**src/rtl/perceptron_update_if.sv**
```systemverilog
// Sample handshake bundle between the training sequencer and perceptron_update.
// The sequencer drives the sample; the update block answers with ready/done/mistake.
interface perceptron_update_if #(
   parameter int N = 8
);
   logic                in_valid;
   logic                in_ready;
   logic [N-1:0]        x;
   logic                target;
   logic signed [31:0]  sum;
   logic                done;
   logic                mistake;

   modport master (
      output in_valid, x, target, sum,
      input  in_ready, done, mistake
   );

   modport slave (
      input  in_valid, x, target, sum,
      output in_ready, done, mistake
   );
endinterface

```
**src/rtl/perceptron_update.sv**
```systemverilog
// Perceptron learning-rule engine: owns the weight bank and updates one weight per cycle.
// Define PERCEPTRON_UPDATE_SAT_EN to saturate weight adds instead of wrapping.
module perceptron_update #(
   parameter int                 N      = 8,
   parameter logic signed [31:0] RATE   = 32'sd1,
   parameter logic signed [31:0] THRESH = 32'sd0,
   localparam int                IDXW   = (N > 1) ? $clog2(N) : 1
) (
   input  logic                clk,
   input  logic                rst,
   perceptron_update_if.slave  bus,
   input  logic                wr_en,
   input  logic [IDXW-1:0]     wr_idx,
   input  logic signed [31:0]  wr_data,
   output logic [32*N-1:0]     w,
   output logic [15:0]         err_cnt
);

   typedef enum logic [1:0] {IDLE, EVAL, UPDATE, DONE} state_t;

   state_t              state;
   logic [N-1:0]        x_q;
   logic                target_q;
   logic signed [31:0]  sum_q;
   logic                err_neg;
   logic [IDXW-1:0]     idx;
   logic signed [31:0]  w_q [N];
   logic signed [31:0]  step;
   logic                y;

   function automatic logic signed [31:0] add_w(input logic signed [31:0] a,
                                                input logic signed [31:0] b);
`ifdef PERCEPTRON_UPDATE_SAT_EN
      logic signed [32:0] s;
      s = {a[31], a} + {b[31], b};
      if (s[32] != s[31])
         return s[32] ? 32'sh80000000 : 32'sh7FFFFFFF;
      return s[31:0];
`else
      return a + b;
`endif
   endfunction

   always_comb begin
      step = err_neg ? -RATE : RATE;
      y    = (sum_q >= THRESH);
   end

   for (genvar g = 0; g < N; g++) begin : g_wout
      assign w[32*g +: 32] = w_q[g];
   end

   // All handshake outputs are registered so they settle cleanly on state entry.
   always_ff @(posedge clk or negedge rst) begin
      if (!rst) begin
         state        <= IDLE;
         x_q          <= '0;
         target_q     <= 1'b0;
         sum_q        <= '0;
         err_neg      <= 1'b0;
         idx          <= '0;
         bus.in_ready <= 1'b1;
         bus.done     <= 1'b0;
         bus.mistake  <= 1'b0;
         err_cnt      <= '0;
         for (int j = 0; j < N; j++) w_q[j] <= '0;
      end else begin
         case (state)
            IDLE: begin
               if (wr_en && (32'(wr_idx) < N))
                  w_q[wr_idx] <= wr_data;
               if (bus.in_valid && bus.in_ready) begin
                  x_q          <= bus.x;
                  target_q     <= bus.target;
                  sum_q        <= bus.sum;
                  bus.in_ready <= 1'b0;
                  state        <= EVAL;
               end
            end
            EVAL: begin
               if (target_q == y) begin
                  bus.done    <= 1'b1;
                  bus.mistake <= 1'b0;
                  state       <= DONE;
               end else begin
                  err_neg <= y;
                  idx     <= '0;
                  state   <= UPDATE;
               end
            end
            UPDATE: begin
               if (x_q[idx])
                  w_q[idx] <= add_w(w_q[idx], step);
               if (idx == IDXW'(N - 1)) begin
                  bus.done    <= 1'b1;
                  bus.mistake <= 1'b1;
                  state       <= DONE;
               end else begin
                  idx <= idx + 1'b1;
               end
            end
            DONE: begin
               if (bus.mistake && (err_cnt != 16'hFFFF))
                  err_cnt <= err_cnt + 16'd1;
               bus.done     <= 1'b0;
               bus.mistake  <= 1'b0;
               bus.in_ready <= 1'b1;
               state        <= IDLE;
            end
            default: begin
               state        <= IDLE;
               bus.in_ready <= 1'b1;
               bus.done     <= 1'b0;
               bus.mistake  <= 1'b0;
            end
         endcase
      end
   end

endmodule

```
**src/flat_wrapper.sv**
```systemverilog
// flat-port wrapper written by rule: the top's interface ports become plain ports
module perceptron_update_flat 
#(
   parameter int                 N      = 8,
   parameter logic signed [31:0] RATE   = 32'sd1,
   parameter logic signed [31:0] THRESH = 32'sd0,
   localparam int                IDXW   = (N > 1) ? $clog2(N) : 1
)
  (clk, rst, wr_en, wr_idx, wr_data, w, err_cnt, bus_in_valid, bus_x, bus_target, bus_sum, bus_in_ready, bus_done, bus_mistake);
  perceptron_update_if #(.N(N)) bus_i ();
  input  logic clk;
  input  logic rst;
  input  logic wr_en;
  input  logic [IDXW-1:0] wr_idx;
  input  logic signed [31:0] wr_data;
  output logic [32*N-1:0] w;
  output logic [15:0] err_cnt;
  input wire logic [$bits(bus_i.in_valid)-1:0] bus_in_valid;
  input wire logic [$bits(bus_i.x)-1:0] bus_x;
  input wire logic [$bits(bus_i.target)-1:0] bus_target;
  input wire logic [$bits(bus_i.sum)-1:0] bus_sum;
  output wire logic [$bits(bus_i.in_ready)-1:0] bus_in_ready;
  output wire logic [$bits(bus_i.done)-1:0] bus_done;
  output wire logic [$bits(bus_i.mistake)-1:0] bus_mistake;
  assign bus_i.in_valid = bus_in_valid;
  assign bus_i.x = bus_x;
  assign bus_i.target = bus_target;
  assign bus_i.sum = bus_sum;
  assign bus_in_ready = bus_i.in_ready;
  assign bus_done = bus_i.done;
  assign bus_mistake = bus_i.mistake;
  perceptron_update #(.N(N), .RATE(RATE), .THRESH(THRESH)) u_core (.clk(clk), .rst(rst), .bus(bus_i), .wr_en(wr_en), .wr_idx(wr_idx), .wr_data(wr_data), .w(w), .err_cnt(err_cnt));
endmodule
```
**config.mk**
```make
export PLATFORM = sky130hd
export DESIGN_NAME = perceptron_update_flat
export DESIGN_NICKNAME = d
export VERILOG_FILES = /design/src/rtl/perceptron_update_if.sv /design/src/rtl/perceptron_update.sv /design/src/flat_wrapper.sv
export SDC_FILE = /design/constraint.sdc
export NUM_CORES = 1
export LEC_CHECK = 0
export BUFFER_PORTS_ARGS = -buffer_cell sky130_fd_sc_hd__buf_2
export CORE_ASPECT_RATIO = 1.5
export CORE_MARGIN = 2
export CORE_UTILIZATION = 35
export CTS_CLUSTER_DIAMETER = 100
export DETAILED_ROUTE_END_ITERATION = 10
export GPL_TIMING_DRIVEN = 0
export PLACE_DENSITY = 0.63
export SLEW_MARGIN = 5
export SYNTH_ARGS = -nofsm -noshare
export SYNTH_HDL_FRONTEND = slang
export SYNTH_SLANG_ARGS = --single-unit
```
**constraint.sdc**
```tcl
create_clock -name clk -period 5.3 [get_ports clk]
set_input_delay 0.795 -clock clk [delete_from_list [all_inputs] [get_ports clk]]
set_output_delay 0.795 -clock clk [all_outputs]
set_load 0.02 [all_outputs]
```
==> metrics.txt <==
outcome complete, no violations; Ys Warns 0; startpoint types flip-flop; Clock transition at path regs 0.06 ns; via density per instance 6.59; CTS Buffer Depth 3; post-DP HPWL 69600 µm; commonest non-fill, non-tap cell in the layout nor2_1; Post-synth EDFFs 0; largest area contributor in the netlist dfrtp_1; Slew Viols, Final 0; CTS H-tree lvls 2; wire per inst 33.1 µm; DP Worst Slack -2.35 ns; Post-Syn Area 0.0170 mm²; Final Hold Vio Count 0; initial core utilization 35.2%; # Max-Cap Violations 0; fill count 4881; CTS tree done; global route overflow 0; antenna-violating nets left 0; Layout Nets 2421; multiplexer share of the synthesized area 6.49%; drt pass-1 iters 8; Worst-Margin Slew 1.31 ns; initial antenna violation count 2; Critical Path Fanout Max 10; row cnt 99; R2R cell count 15; Hold Path Class input port to asynchronous set/reset pin; non-filler cells, final 2934; Setup CP Type flip-flop to flip-flop; io pins 355; Die Area 0.0504 mm²; largest net degree at the start of global routing 112; GRT Overall Usage 37.6%; Fmax 190 MHz; largest family of logic cells by synthesized area compound AO/OA/AOI/OAI gates; WP data arrival 5.71 ns; most frequent cells in the layout nor2_1 (367), buf_2 (342), dfrtp_1 (288); fin worst setup slack 0.0261 ns; setup repair after global routing missed its margin no; area grow syn2layout 23.1%; Slew headroom 12.2%; Simple-Gate Fraction of Synth Area 15.7%; CP Launch Point u_core.idx[1]; area fraction of the dominant cell type after synthesis 42.7%; Synth Flop Type dfrtp_1; CTS Hold Buffers Added 0; top cells by area, synth dfrtp_1 (43%), nor2_1 (8.3%), a21oi_1 (4.9%); vias in the first global route 18700; gpl congestion 1.03; DRC viols 0; Final period util 99.5%; Synth Instances 1930; Adder-Cell Fraction of Synth Area 2.84%; post-synthesis xor/xnor area fraction 2.24%; latest clock arrival within the worst-skew pair 0.55 ns; first-pass GRT wire length 134000 µm; DR vias 19300; FF+latch count, synth 291; Final Skew 0.0337 ns; crit end category flip-flop; clk sinks 291; drt total wl 97100 µm; layout cell share with drive strength beyond 1 22.8%; Async SR Flop Fraction 100%; final setup violation count 0; sequential share of the synthesized area 42.8%; die height 274 µm; iteration-0 DRC count of the detailed router 2768; DIE WIDTH 184 µm; placed instance count 2866; Req. time, crit path 5.74 ns; PortBufs 323; Final Util 43.4%; Mean Syn Cell Area 8.82 µm²; Compound-Gate Fraction of Synth Area 25.8%; core box area 0.0483 mm²; Min Hold Slack 0.228 ns; clk root buf clkbuf_16; r2r startpoint u_core.idx[1]; total CTS buffers 34; post-synth net total 2048; Synth cell types 66; crit path time final 5.27 ns
[path summary, 6_finish.rpt]
path	endpoint	slack, ns
max	u_core.w[144]	0.03
min	u_core.w[232]	0.23
max reg2reg	u_core.w[144]	0.03
min reg2reg	u_core.err_cnt[15]	0.50
max in group asynchronous	u_core.w[60]	3.97
min in group clk	u_core.x_q[3]	0.49
[state kept, by name, summed over array words and instances (netlist names)]
register             count
u_core.x_q               8
u_core.target_q          1
u_core.bus.done          1
u_core.err_neg           1
u_core.bus.in_ready      1
u_core.sum_q             1
u_core.err_cnt          16
u_core.idx               3
u_core.w               256
u_core.state             2
u_core.bus.mistake       1
[critical path: stages (launching register included)]
cell and delay, ns:
dfrtp_2 0.46, clkbuf_8 0.26, clkbuf_2 0.64, mux2_2 0.41
a221oi_1 0.33, o22ai_1 0.20, ha_1 0.39, o21ai_0 0.26
a21oi_1 0.14, o311ai_2 0.43, nand3_1 0.32, a21o_1 0.26
a21oi_1 0.20, xnor2_1 0.45, a22oi_1 0.19, o21ai_0 0.21
[cell type report]
cell class	count	area, µm²	share of cell area [%]
tap	606	758	3.62
multi-input combinational	1458	9220	44.0
antenna	3	7.51	0.0358
clock inverter	6	37.5	0.179
buffer	163	757	3.61
clock buffer	52	1010	4.82
timing repair buffer	337	1800	8.59
inverter	18	67.6	0.323
sequential	291	7290	34.8
[metrics by stage]
| stage | TNS (ns) | instance area, µm² |
|---|---|---|
| global placement | -1017.87 | 19400 |
| floorplan | 0 | 17000 |
| finish | 0 | 20900 |
| global route | 0 | 20900 |
| CTS | -0.00222 | 20800 |
| detailed placement | -342.16 | 19500 |
[synth_stat cells, types with 26 or more instances]
library cell,instances
xnor2_1,26
mux2i_1,32
o21ai_0,149
nor2_1,374
ha_1,37
dfrtp_1,290
mux2_2,43
a22oi_1,110
a21oi_1,167
nor2b_1,32
nand2_1,117
a221oi_1,82
clkbuf_1,130
[metal layers]
metal | wire [µm] | global-route usage [%] | vias to the layer above
met3 | 10200 | 8.08 | 462
met1 | 34100 | 44.3 | 9400
li1 | - | - | 7825
met2 | 44000 | 60.0 | 1661
met5 | 0 | 0 | -
met4 | 8720 | 28.1 | 0
[kinds of logic (layout without fill, tap and decap cells)]
kind of cell    count (synthesis)  after routing
fa+ha+maj                      38             38
mux                            88             88
xor+xnor                       41             41
simple gates                  628            628
buf+inv                       181            576
flops                         291            291
other cells                     0              3
compound gates                663            663
[repair_timing]
action | in CTS | in global routing
gates resized for setup | 88 | 32
endpoints found under the setup margin | 232 | 100
pin swaps | 1 | 5
setup buffers | 1 | 6
Power is not shown: default switching activity piles up to over one toggle a cycle in this logic, so the estimate is an artifact.
